**src/rtl/pb_io_pkg.sv**
```systemverilog
// Shared definitions for KCPSM6 port-mapped peripherals: register offsets,
// status bit positions and the UART transmitter state encoding.
package pb_io_pkg;

    localparam int DATA_OFS   = 0;
    localparam int STATUS_OFS = 1;

    localparam int ST_FULL  = 0;
    localparam int ST_EMPTY = 1;
    localparam int ST_BUSY  = 2;
    localparam int ST_OVF   = 3;

    typedef enum logic [1:0] {
        S_IDLE  = 2'd0,
        S_START = 2'd1,
        S_DATA  = 2'd2,
        S_STOP  = 2'd3
    } tx_state_e;

endpackage

```
**src/rtl/picoblaze_uart_tx_if.sv**
```systemverilog
// KCPSM6 I/O bus as seen by a port-mapped peripheral.
interface picoblaze_uart_tx_if;

    logic [7:0] PORT_ID;
    logic [7:0] OUT_PORT;
    logic       WRITE_STROBE;
    logic       READ_STROBE;
    logic [7:0] IN_PORT;

    modport master (
        output PORT_ID, OUT_PORT, WRITE_STROBE, READ_STROBE,
        input  IN_PORT
    );

    modport slave (
        input  PORT_ID, OUT_PORT, WRITE_STROBE, READ_STROBE,
        output IN_PORT
    );

endinterface

```
**src/rtl/pb_sync_fifo.sv**
```systemverilog
// Single-clock FIFO with show-ahead output; extra pointer MSB separates
// full from empty. Push when full and pop when empty are ignored.
module pb_sync_fifo #(
    parameter int WIDTH      = 8,
    parameter int DEPTH_LOG2 = 4
) (
    input  logic             clk,
    input  logic             rst_n,
    input  logic             push,
    input  logic [WIDTH-1:0] din,
    input  logic             pop,
    output logic [WIDTH-1:0] dout,
    output logic             full,
    output logic             empty
);

    localparam int DEPTH = 1 << DEPTH_LOG2;
    localparam int PW    = DEPTH_LOG2 + 1;

    logic [WIDTH-1:0] mem [DEPTH];
    logic [PW-1:0]    wr_ptr;
    logic [PW-1:0]    rd_ptr;
    logic             do_push;
    logic             do_pop;

    assign empty   = (wr_ptr == rd_ptr);
    assign full    = (wr_ptr[PW-1] != rd_ptr[PW-1]) &&
                     (wr_ptr[PW-2:0] == rd_ptr[PW-2:0]);
    assign do_push = push && !full;
    assign do_pop  = pop && !empty;
    assign dout    = mem[rd_ptr[PW-2:0]];

    always_ff @(posedge clk) begin
        if (do_push) begin
            mem[wr_ptr[PW-2:0]] <= din;
        end
    end

    always_ff @(posedge clk or negedge rst_n) begin
        if (!rst_n) begin
            wr_ptr <= '0;
            rd_ptr <= '0;
        end else begin
            if (do_push) begin
                wr_ptr <= wr_ptr + PW'(1);
            end
            if (do_pop) begin
                rd_ptr <= rd_ptr + PW'(1);
            end
        end
    end

endmodule

```
**src/rtl/picoblaze_uart_tx.sv**
```systemverilog
// Port-mapped 8N1 UART transmitter for the KCPSM6 bus: byte FIFO, fixed-rate
// serialiser and a pollable status register.
//
//   state   | meaning
//   --------+------------------------------------------------------------
//   S_IDLE  | line high, waiting for the FIFO to hold a byte
//   S_START | start bit (line low) for one bit period
//   S_DATA  | eight data bits, LSB first, one bit period each
//   S_STOP  | stop bit (line high); chains straight into the next frame
module picoblaze_uart_tx
    import pb_io_pkg::*;
#(
    parameter int         CLKS_PER_BIT    = 868,
    parameter int         FIFO_DEPTH_LOG2 = 4,
    parameter logic [7:0] BASE_ADDR       = 8'h10
) (
    input  logic                      CLK_IN,
    input  logic                      RESET_IN,
    picoblaze_uart_tx_if.slave        bus,
    output logic                      TX_OUT,
    output logic                      IRQ_OUT
);

    localparam int               BAUD_W      = $clog2(CLKS_PER_BIT);
    localparam logic [BAUD_W-1:0] BAUD_RELOAD = BAUD_W'(CLKS_PER_BIT - 1);
    localparam logic [7:0]        DATA_ADDR   = BASE_ADDR + 8'(DATA_OFS);
    localparam logic [7:0]        STATUS_ADDR = BASE_ADDR + 8'(STATUS_OFS);

    tx_state_e         state;
    tx_state_e         state_nxt;
    logic [BAUD_W-1:0] baud_cnt;
    logic [BAUD_W-1:0] baud_nxt;
    logic [2:0]        bit_idx;
    logic [2:0]        bit_nxt;
    logic [7:0]        shift_q;
    logic [7:0]        shift_nxt;
    logic              tx_q;
    logic              tx_nxt;
    logic              ovf_q;
    logic              irq_q;
    logic [7:0]        in_port_q;
    logic [7:0]        status;

    logic              fifo_push;
    logic              fifo_pop;
    logic              fifo_full;
    logic              fifo_empty;
    logic [7:0]        fifo_dout;

    logic              wr_data;
    logic              rd_status;
    logic              overflow;
    logic              busy;
    logic              baud_tc;

    assign wr_data   = bus.WRITE_STROBE && (bus.PORT_ID == DATA_ADDR);
    assign rd_status = bus.READ_STROBE && (bus.PORT_ID == STATUS_ADDR);
    // Drop decision uses the registered full flag, so a pop on the same edge never makes room.
    assign fifo_push = wr_data && !fifo_full;
    assign overflow  = wr_data && fifo_full;
    assign busy      = (state != S_IDLE);
    assign baud_tc   = (baud_cnt == '0);

    pb_sync_fifo #(
        .WIDTH      (8),
        .DEPTH_LOG2 (FIFO_DEPTH_LOG2)
    ) u_fifo (
        .clk   (CLK_IN),
        .rst_n (RESET_IN),
        .push  (fifo_push),
        .din   (bus.OUT_PORT),
        .pop   (fifo_pop),
        .dout  (fifo_dout),
        .full  (fifo_full),
        .empty (fifo_empty)
    );

    always_comb begin
        status           = '0;
        status[ST_FULL]  = fifo_full;
        status[ST_EMPTY] = fifo_empty;
        status[ST_BUSY]  = busy;
        status[ST_OVF]   = ovf_q;
    end

    always_comb begin
        state_nxt = state;
        baud_nxt  = baud_cnt;
        bit_nxt   = bit_idx;
        shift_nxt = shift_q;
        fifo_pop  = 1'b0;
        tx_nxt    = 1'b1;

        if (state != S_IDLE) begin
            baud_nxt = baud_tc ? BAUD_RELOAD : baud_cnt - BAUD_W'(1);
        end

        case (state)
            S_IDLE: begin
                if (!fifo_empty) begin
                    fifo_pop  = 1'b1;
                    shift_nxt = fifo_dout;
                    baud_nxt  = BAUD_RELOAD;
                    state_nxt = S_START;
                end
            end
            S_START: begin
                if (baud_tc) begin
                    bit_nxt   = '0;
                    state_nxt = S_DATA;
                end
            end
            S_DATA: begin
                if (baud_tc) begin
                    shift_nxt = {1'b0, shift_q[7:1]};
                    if (bit_idx == 3'd7) begin
                        state_nxt = S_STOP;
                    end else begin
                        bit_nxt = bit_idx + 3'd1;
                    end
                end
            end
            S_STOP: begin
                if (baud_tc) begin
                    if (!fifo_empty) begin
                        fifo_pop  = 1'b1;
                        shift_nxt = fifo_dout;
                        state_nxt = S_START;
                    end else begin
                        baud_nxt  = '0;
                        state_nxt = S_IDLE;
                    end
                end
            end
            default: begin
                state_nxt = S_IDLE;
            end
        endcase

        // Line level is registered from the next state so it changes cleanly with the FSM.
        case (state_nxt)
            S_START: tx_nxt = 1'b0;
            S_DATA:  tx_nxt = shift_nxt[0];
            default: tx_nxt = 1'b1;
        endcase
    end

    always_ff @(posedge CLK_IN or negedge RESET_IN) begin
        if (!RESET_IN) begin
            state     <= S_IDLE;
            baud_cnt  <= '0;
            bit_idx   <= '0;
            shift_q   <= '0;
            tx_q      <= 1'b1;
            ovf_q     <= 1'b0;
            irq_q     <= 1'b0;
            in_port_q <= '0;
        end else begin
            state     <= state_nxt;
            baud_cnt  <= baud_nxt;
            bit_idx   <= bit_nxt;
            shift_q   <= shift_nxt;
            tx_q      <= tx_nxt;
            irq_q     <= fifo_empty && !busy;
            in_port_q <= (bus.PORT_ID == STATUS_ADDR) ? status : 8'h00;
            if (overflow) begin
                ovf_q <= 1'b1;
            end else if (rd_status) begin
                ovf_q <= 1'b0;
            end
        end
    end

    assign TX_OUT      = tx_q;
    assign IRQ_OUT     = irq_q;
    assign bus.IN_PORT = in_port_q;

endmodule
```
**src/flat_wrapper.sv**
```systemverilog
// flat-port wrapper written by rule: the top's interface ports become plain ports
module picoblaze_uart_tx_flat import pb_io_pkg::*;
#(
    parameter int         CLKS_PER_BIT    = 868,
    parameter int         FIFO_DEPTH_LOG2 = 4,
    parameter logic [7:0] BASE_ADDR       = 8'h10
)
  (CLK_IN, RESET_IN, TX_OUT, IRQ_OUT, bus_PORT_ID, bus_OUT_PORT, bus_WRITE_STROBE, bus_READ_STROBE, bus_IN_PORT);
  picoblaze_uart_tx_if bus_i ();
  input  logic CLK_IN;
  input  logic RESET_IN;
  output logic TX_OUT;
  output logic IRQ_OUT;
  input wire logic [$bits(bus_i.PORT_ID)-1:0] bus_PORT_ID;
  input wire logic [$bits(bus_i.OUT_PORT)-1:0] bus_OUT_PORT;
  input wire logic [$bits(bus_i.WRITE_STROBE)-1:0] bus_WRITE_STROBE;
  input wire logic [$bits(bus_i.READ_STROBE)-1:0] bus_READ_STROBE;
  output wire logic [$bits(bus_i.IN_PORT)-1:0] bus_IN_PORT;
  assign bus_i.PORT_ID = bus_PORT_ID;
  assign bus_i.OUT_PORT = bus_OUT_PORT;
  assign bus_i.WRITE_STROBE = bus_WRITE_STROBE;
  assign bus_i.READ_STROBE = bus_READ_STROBE;
  assign bus_IN_PORT = bus_i.IN_PORT;
  picoblaze_uart_tx #(.CLKS_PER_BIT(CLKS_PER_BIT), .FIFO_DEPTH_LOG2(FIFO_DEPTH_LOG2), .BASE_ADDR(BASE_ADDR)) u_core (.CLK_IN(CLK_IN), .RESET_IN(RESET_IN), .bus(bus_i), .TX_OUT(TX_OUT), .IRQ_OUT(IRQ_OUT));
endmodule
```
**config.mk**
```make
export PLATFORM = sky130hd
export DESIGN_NAME = picoblaze_uart_tx_flat
export DESIGN_NICKNAME = d
export VERILOG_FILES = /design/src/rtl/pb_io_pkg.sv /design/src/rtl/picoblaze_uart_tx_if.sv /design/src/rtl/pb_sync_fifo.sv /design/src/rtl/picoblaze_uart_tx.sv /design/src/flat_wrapper.sv
export SDC_FILE = /design/constraint.sdc
export NUM_CORES = 1
export LEC_CHECK = 0
export BUFFER_PORTS_ARGS = -buffer_cell sky130_fd_sc_hd__buf_2
export CORE_MARGIN = 2
export CORE_UTILIZATION = 60
export CTS_BUF_LIST = sky130_fd_sc_hd__clkbuf_8 sky130_fd_sc_hd__clkbuf_16
export DETAILED_ROUTE_END_ITERATION = 10
export PLACE_DENSITY = 0.78
export SYNTH_ARGS = -nofsm -noshare
export SYNTH_HDL_FRONTEND = slang
export SYNTH_SLANG_ARGS = --single-unit
export TNS_END_PERCENT = 10
```
**constraint.sdc**
```tcl
create_clock -name CLK_IN -period 3.5 [get_ports CLK_IN]
set_clock_uncertainty 0.2 [all_clocks]
set_input_delay 0.7 -clock CLK_IN [delete_from_list [all_inputs] [get_ports CLK_IN]]
set_output_delay 0.7 -clock CLK_IN [all_outputs]
set_load 0.05 [all_outputs]
```
==> results of run 1 <==
==> worst max-delay path, delay by kind of cell <==
| family | cells | cell delay [ns] |
|---|---|---|
| buffers and inverters | 2 | 0.30 |
| and+or+nand+nor | 6 | 1.70 |
==> state kept, by name, indices dropped and copies added (netlist names) <==
| name | flops |
|---|---|
| u_core.state | 2 |
| u_core.shift_q | 8 |
| u_core.u_fifo.mem | 128 |
| u_core.u_fifo.rd_ptr | 5 |
| u_core.ovf_q | 1 |
| u_core.baud_cnt | 10 |
| u_core.IRQ_OUT | 1 |
| u_core.bus.IN_PORT | 4 |
| u_core.bit_idx | 3 |
| u_core.TX_OUT | 1 |
| u_core.u_fifo.wr_ptr | 5 |
==> Yosys cell counts, types with 8 or more instances <==
master	count
inv_1	9
mux4_2	32
nor2_1	28
nand3_1	12
a22o_1	9
buf_4	8
xnor2_1	16
a21oi_1	11
nand2_1	21
edfxtp_1	128
a22oi_1	19
o21ai_0	15
ha_1	12
dfrtp_1	39
nor3_1	10
==> metal layers <==
metal | global-route usage | vias up | share of wire | wire length (microns)
li1 | - | 1843 | - | -
met4 | 0.1106 | 0 | 0.032 | 459
met2 | 0.3856 | 126 | 0.50 | 7147
met1 | 0.3122 | 2047 | 0.41 | 5904
met5 | 0 | - | 0 | 0
met3 | 0.05739 | 29 | 0.058 | 827
==> through the flow <==
stage               cell area, sq um  cells
global placement                7594    621
floorplan                       7258    452
finish                          8134    653
detailed placement              7594    621
global route                    8134    653
CTS                             8134    653
==> worst max path at each step <==
stage	start	end	slack (ns)	depth (start not counted)
4_1_cts	bus_PORT_ID[5]	u_core.u_fifo.mem[3][3]	0.71	8
5_1_grt	bus_PORT_ID[5]	u_core.u_fifo.mem[3][1]	0.57	8
3_5_place_dp	bus_PORT_ID[5]	u_core.u_fifo.mem[3][4]	0.28	8
6_report	bus_PORT_ID[5]	u_core.u_fifo.mem[3][3]	0.72	8
2_1_floorplan	bus_PORT_ID[5]	u_core.u_fifo.mem[3][0]	0.31	6
3_3_place_gp	bus_PORT_ID[5]	u_core.u_fifo.mem[3][6]	0.37	8
==> power breakdown <==
| part | total, uW | internal [uW] | switching [uW] |
|---|---|---|---|
| clock network | 1710 | 923 | 783 |
| logic | 2050 | 920 | 1130 |
| registers | 2490 | 2300 | 190 |
| total | 6250 | 4140 | 2110 |
==> final cells by class <==
class	count	area, sq um	share of cell area
sequential	168	4847	0.5959
clock inverter	15	115.1	0.01415
multi-input combinational	250	2226	0.2736
clock buffer	17	425.4	0.05230
tap	147	183.9	0.02261
inverter	9	33.78	0.004153
timing repair buffer	47	302.8	0.03722
==> cell families after synthesis <==
group                      after synthesis  share of synthesized area
and+or+nand+nor                        102                    0.07769
xor gates and xnor gates                21                    0.02538
adders and majority gates               12                    0.02072
muxes                                   35                     0.1038
other                                    1                  0.0005175
DFF                                    168                     0.6687
AOI/OAI and AO/OA                       76                    0.07752
buffers and inverters                   34                    0.02573
==> metrics.txt, run 1 <==
IO Count 30; final hold vios 0; Mapped Avg Cell Area ~16 sq um; Tmin final between 2 and 3 ns; fmax ~0.36 GHz; # rows 40; Filler cells ~800; H-tree depth 4; RSZ-0062 raised after global routing no; Worst-Skew Late Latency approximately 0.42 ns; crit share post-route 0.7938; final setup margin a little over 0.7 ns; maxcap violations 0; CTS Sinks about 170; Worst-Margin Slew between 0.9 and 1 ns; Final Wtd Congestion about 0.84; gr ovfl total 0; CP most frequent cell nand2_1; EDFF count, synth roughly 130; largest stage delay on the critical path between 0.5 and 0.6 ns; RR Startpoint u_core.u_fifo.rd_ptr[0]; router iterations before antenna repair 5; gr usage total 0.2390; Crit Path Class in -> reg; initial DRC count approximately 420; status completed; clock edge transition at the registers on the reported setup and hold paths approximately 0.07 ns; crit path max-delay cell type or4b_4; critical path data arrival time approximately 2.7 ns; async set or reset register ratio after synthesis 0.2381; CP Launch Type input pin; post-CTS setup buffers 0; Core Area approximately 12000 sq um; Final ANT Viol Nets 0; vias in the first global route roughly 4000; max-slew violations 0; Hold WS 0.2073 ns; share of layout cells above drive strength 1 0.2451; final core utilization 0.6829; Main synth FF type edfxtp_1; clock tree from TritonCTS built; die area between 10000 and 15000 sq um; max_slew headroom 0.3819; Crit Path Max Fanout 9; reg2reg end u_core.shift_q[3]; drt total wl approximately 14000 microns; via/cell ratio 6.194; mapped cell area 7247 sq um; die height 113.9 microns; hold_buf cts 0; Power Dens Cells ~770 nW/um^2; Max clock buf depth 2; Final Setup Violations 0; largest net degree at the start of global routing between 40 and 50; Vias about 4000; first-pass GRT wire length 22430 microns; #FFs+latches synth about 170; clock root buffer master clkbuf_16; dpl ws 0.2764 ns; Num CTS Buffers 17; top cells by area, synth edfxtp_1 (53%), dfrtp_1 (13%), mux4_2 (9.9%), ha_1 (2.1%), a22oi_1 (2.0%); Initial Utilization 0.6084; sequential area share after synthesis 0.6687; R2R Setup Slk ~0.74 ns; Syn. warnings 0; Post-route DRC 0; Layout Nets about 530; Worst EP required 3.43 ns; commonest non-fill, non-tap cells in the layout edfxtp_1 (128), dfrtp_1 (38), mux4_2 (32); Post-CTS Resized 0; Yosys top cell by area edfxtp_1; post-DP HPWL ~9600 microns; area share of the largest cell type after synthesis 0.5304; DR WL/cell between 20 and 25 microns; power after layout around 6200 uW; diode count 0; Buffers on Ports 25; most common cell after layout, fill and taps aside edfxtp_1; Reg2Reg Depth 7; setup TNS 0 ns; cell count after synthesis approximately 450; Max IR drop VDD between 0.5 and 0.6 mV; worst hold path class in -> async; Area Growth Syn to Fin 12.24%; initial antenna violation count 0; CP Cell Sequence buf_2 -> or4b_4 -> nor4_4 -> nand2_1 -> nor3_4 -> nand2_1 -> nor3_1 -> buf_4; Yosys cell types 52; Critical Path End Type register; Die W between 100 and 150 microns; static leakage 0.002931 uW
(Power assumes the default switching activity.)
==> run 2, diff against run 1 <==
--- a/config.mk
+++ b/config.mk
@@ -5,12 +5,13 @@
 export SDC_FILE = /design/constraint.sdc
 export NUM_CORES = 1
 export LEC_CHECK = 0
+export ABC_AREA = 1
 export BUFFER_PORTS_ARGS = -buffer_cell sky130_fd_sc_hd__buf_2
 export CORE_MARGIN = 2
-export CORE_UTILIZATION = 60
+export CORE_UTILIZATION = 56
 export CTS_BUF_LIST = sky130_fd_sc_hd__clkbuf_8 sky130_fd_sc_hd__clkbuf_16
 export DETAILED_ROUTE_END_ITERATION = 10
-export PLACE_DENSITY = 0.78
+export PLACE_DENSITY = 0.76
 export SYNTH_ARGS = -nofsm -noshare
 export SYNTH_HDL_FRONTEND = slang
 export SYNTH_SLANG_ARGS = --single-unit
==> constraint.sdc (replaced) <==
create_clock -name CLK_IN -period 2.3 [get_ports CLK_IN]
set_clock_uncertainty 0.2 [all_clocks]
set_input_delay 0.46 -clock CLK_IN [delete_from_list [all_inputs] [get_ports CLK_IN]]
set_output_delay 0.46 -clock CLK_IN [all_outputs]
set_load 0.05 [all_outputs]
==> metrics.txt, run 2 <==
RSZ-0062 raised after global routing yes; Final Cell Area between 8000 and 9000 sq um; crit path max-delay cell type dfrtp_2; commonest non-fill, non-tap cells in the layout nand2_1 (145), edfxtp_1 (128), nor2_1 (118); clock root buffer master clkbuf_16; xor/xnor share of the synthesized area 0.01628; max-slew violations 0; Crit Path Max Fanout 8; static leakage between 0.003 and 0.004 uW; DP Area around 8000 sq um; clock tree from TritonCTS built; most common cell after layout, fill and taps aside nand2_1; Worst-Margin Slew 0.7287 ns; final core utilization 0.6559; sequential area share after synthesis 0.6436; top post-synthesis cells by count nand2_1 (149), edfxtp_1 (128), nor2_1 (123), inv_1 (58), o21ai_0 (58); Num CTS Buffers 17; max FFs per register around 130; max_slew headroom 0.5142; initial antenna violation count 0; Tmin final around 2.1 ns; Yosys top cell by area edfxtp_1; Die W around 120 microns; Worst-Skew Late Latency ~0.43 ns; status completed; largest stage delay on the critical path 0.44 ns; Power Dens Cells 718.0 nW/um^2; die height ~120 microns; async set or reset register ratio after synthesis 0.2381; Max clock buf depth 2; Hold WS 0.1278 ns; CP Launch Type register; router iterations before antenna repair 6; final setup margin 0.1703 ns; drt total wl ~17000 microns; Core Area approximately 13000 sq um; Area Growth Syn to Fin 14.89%; IO Count 30; #FFs+latches synth approximately 170; Max IR drop VDD ~0.49 mV; post-CTS setup buffers 0; Initial Utilization 0.5709; crit share post-route 0.9259; cell count after synthesis 730; adder-cell share of the synthesized area 0.01994; die area ~14000 sq um; Final Wtd Congestion between 0.8 and 0.9; largest net degree at the start of global routing 66; first-pass GRT wire length approximately 28000 microns; Final ANT Viol Nets 0; top cells by area, synth edfxtp_1 (51%), dfrtp_1 (13%), nand2_1 (7.4%), nor2_1 (6.1%), o21ai_0 (3.9%); mapped cell area approximately 7500 sq um; post-DP HPWL approximately 11000 microns; CTS Sinks 168; Post-Synth Simple-Gate Area 0.1786; H-tree depth 4; power after layout 6211 uW; Final Setup Violations 0; Vias ~5500; Post-route DRC 0; worst hold path class in -> reg; clock edge transition at the registers on the reported setup and hold paths 0.06 ns; via/cell ratio roughly 5.7; Buffers on Ports 25; diode count 0; maxcap violations 0; fmax 0.4696 GHz; vias in the first global route between 5000 and 6000; share of layout cells above drive strength 1 0.1550; Critical Path End Type register; gr ovfl total 0; Crit Path Class reg -> reg; EDFF count, synth roughly 130; DR WL/cell between 15 and 20 microns; CP most frequent cell nand2_1; Mapped Avg Cell Area 10.31 sq um; Yosys cell types 37; Worst EP required ~2.2 ns; Synth Area in Compound Gates 0.08807; main combinational cell family by area after synthesis simple AND/OR/NAND/NOR gates; most frequent cell after synthesis nand2_1; Layout Nets between 800 and 900; dpl ws -0.2036 ns; area share of the largest cell type after synthesis 0.5105; Syn. warnings 0; CP Cell Sequence inv_2 -> nand2_1 -> nand2_1 -> nor2_4 -> nand2_1 -> nor2_1 -> inv_1 -> nand2_2 -> inv_2 -> nand2_2 -> nor2_1 -> buf_4; initial DRC count 750; critical path data arrival time around 2.1 ns; gr usage total 0.2560; # rows 42; post-synthesis mux area share 0; Main synth FF type edfxtp_1; final hold vios 0
-- run 2: changes by cell type after synthesis, sizes merged, moves of 13 or more --
cell,before,now
a22oi,19,1
inv,9,64
mux4,32,0
nand2,21,150
nand3,12,32
nor2,28,128
o211ai,1,14
o21ai,15,68
-- run 2: worst max-delay path, delay by kind of cell, from the launching register on --
kind	cells	cell delay, ns
buffers and inverters	4	0.51
flip-flops	1	0.44
AND/OR/NAND/NOR	8	0.68
-- run 2: worst paths after layout --
check                                         from  cells after the start                 endpoint  slack, ns
max in group asynchronous                 RESET_IN                      3  u_core.u_fifo.wr_ptr[0]       0.86
min reg2reg                      u_core.shift_q[4]                      2        u_core.shift_q[4]       0.29
max                        u_core.u_fifo.rd_ptr[0]                     12  u_core.u_fifo.mem[5][2]       0.17
min in group asynchronous                 RESET_IN                      2    u_core.bus.IN_PORT[0]       0.43
min                                bus_READ_STROBE                      4             u_core.ovf_q       0.13
max reg2reg                u_core.u_fifo.rd_ptr[0]                     12  u_core.u_fifo.mem[5][2]       0.17
-- run 2: cells by family (layout without fill, tap and decap cells) --
group	Yosys count	count (layout)
adders and majority gates	12	12
other	1	4
xor gates and xnor gates	14	14
and+or+nand+nor	326	326
buffers and inverters	93	160
AOI/OAI and AO/OA	116	116
DFF	168	168
-- run 2: layout make-up --
| type | count | area [sq um] |
|---|---|---|
| timing repair buffer | 64 | 436.7 |
| clock buffer | 17 | 425.4 |
| multi-input combinational | 472 | 2327 |
| tap | 176 | 220.2 |
| inverter | 64 | 240.2 |
| fill | 953 | 4539 |
| clock inverter | 15 | 152.6 |
| sequential | 168 | 4848 |
-- run 2: where the power goes --
| part | internal (uW) | total [uW] | switching, uW |
|---|---|---|---|
| Sequential | 3280 | 3290 | 8.99 |
| Clock | 1600 | 2750 | 1150 |
| Combinational | 43.7 | 172 | 128 |
-- run 2: per-stage QoR --
step,TNS [ns],instances
after global placement,-9.196,943
after global routing,-0.03735,976
after detailed placement,-13.05,943
final,0,976
after floorplan,0,733
after CTS,0,976
-- run 2: timing repair --
item / in CTS / in global routing
endpoints found under the setup margin: 0 / 140
hold buffers: 1 / 0
endpoints found under the hold margin: 31 / 0
resized for setup: 0 / 14
-- run 2: routing by layer --
metal,GRT usage,vias to the layer above,routed length (microns)
li1,-,2583,-
met1,0.3255,2641,6723
met2,0.4311,264,8582
met3,0.06274,46,1488
met4,0.08603,0,456
met5,0,-,0
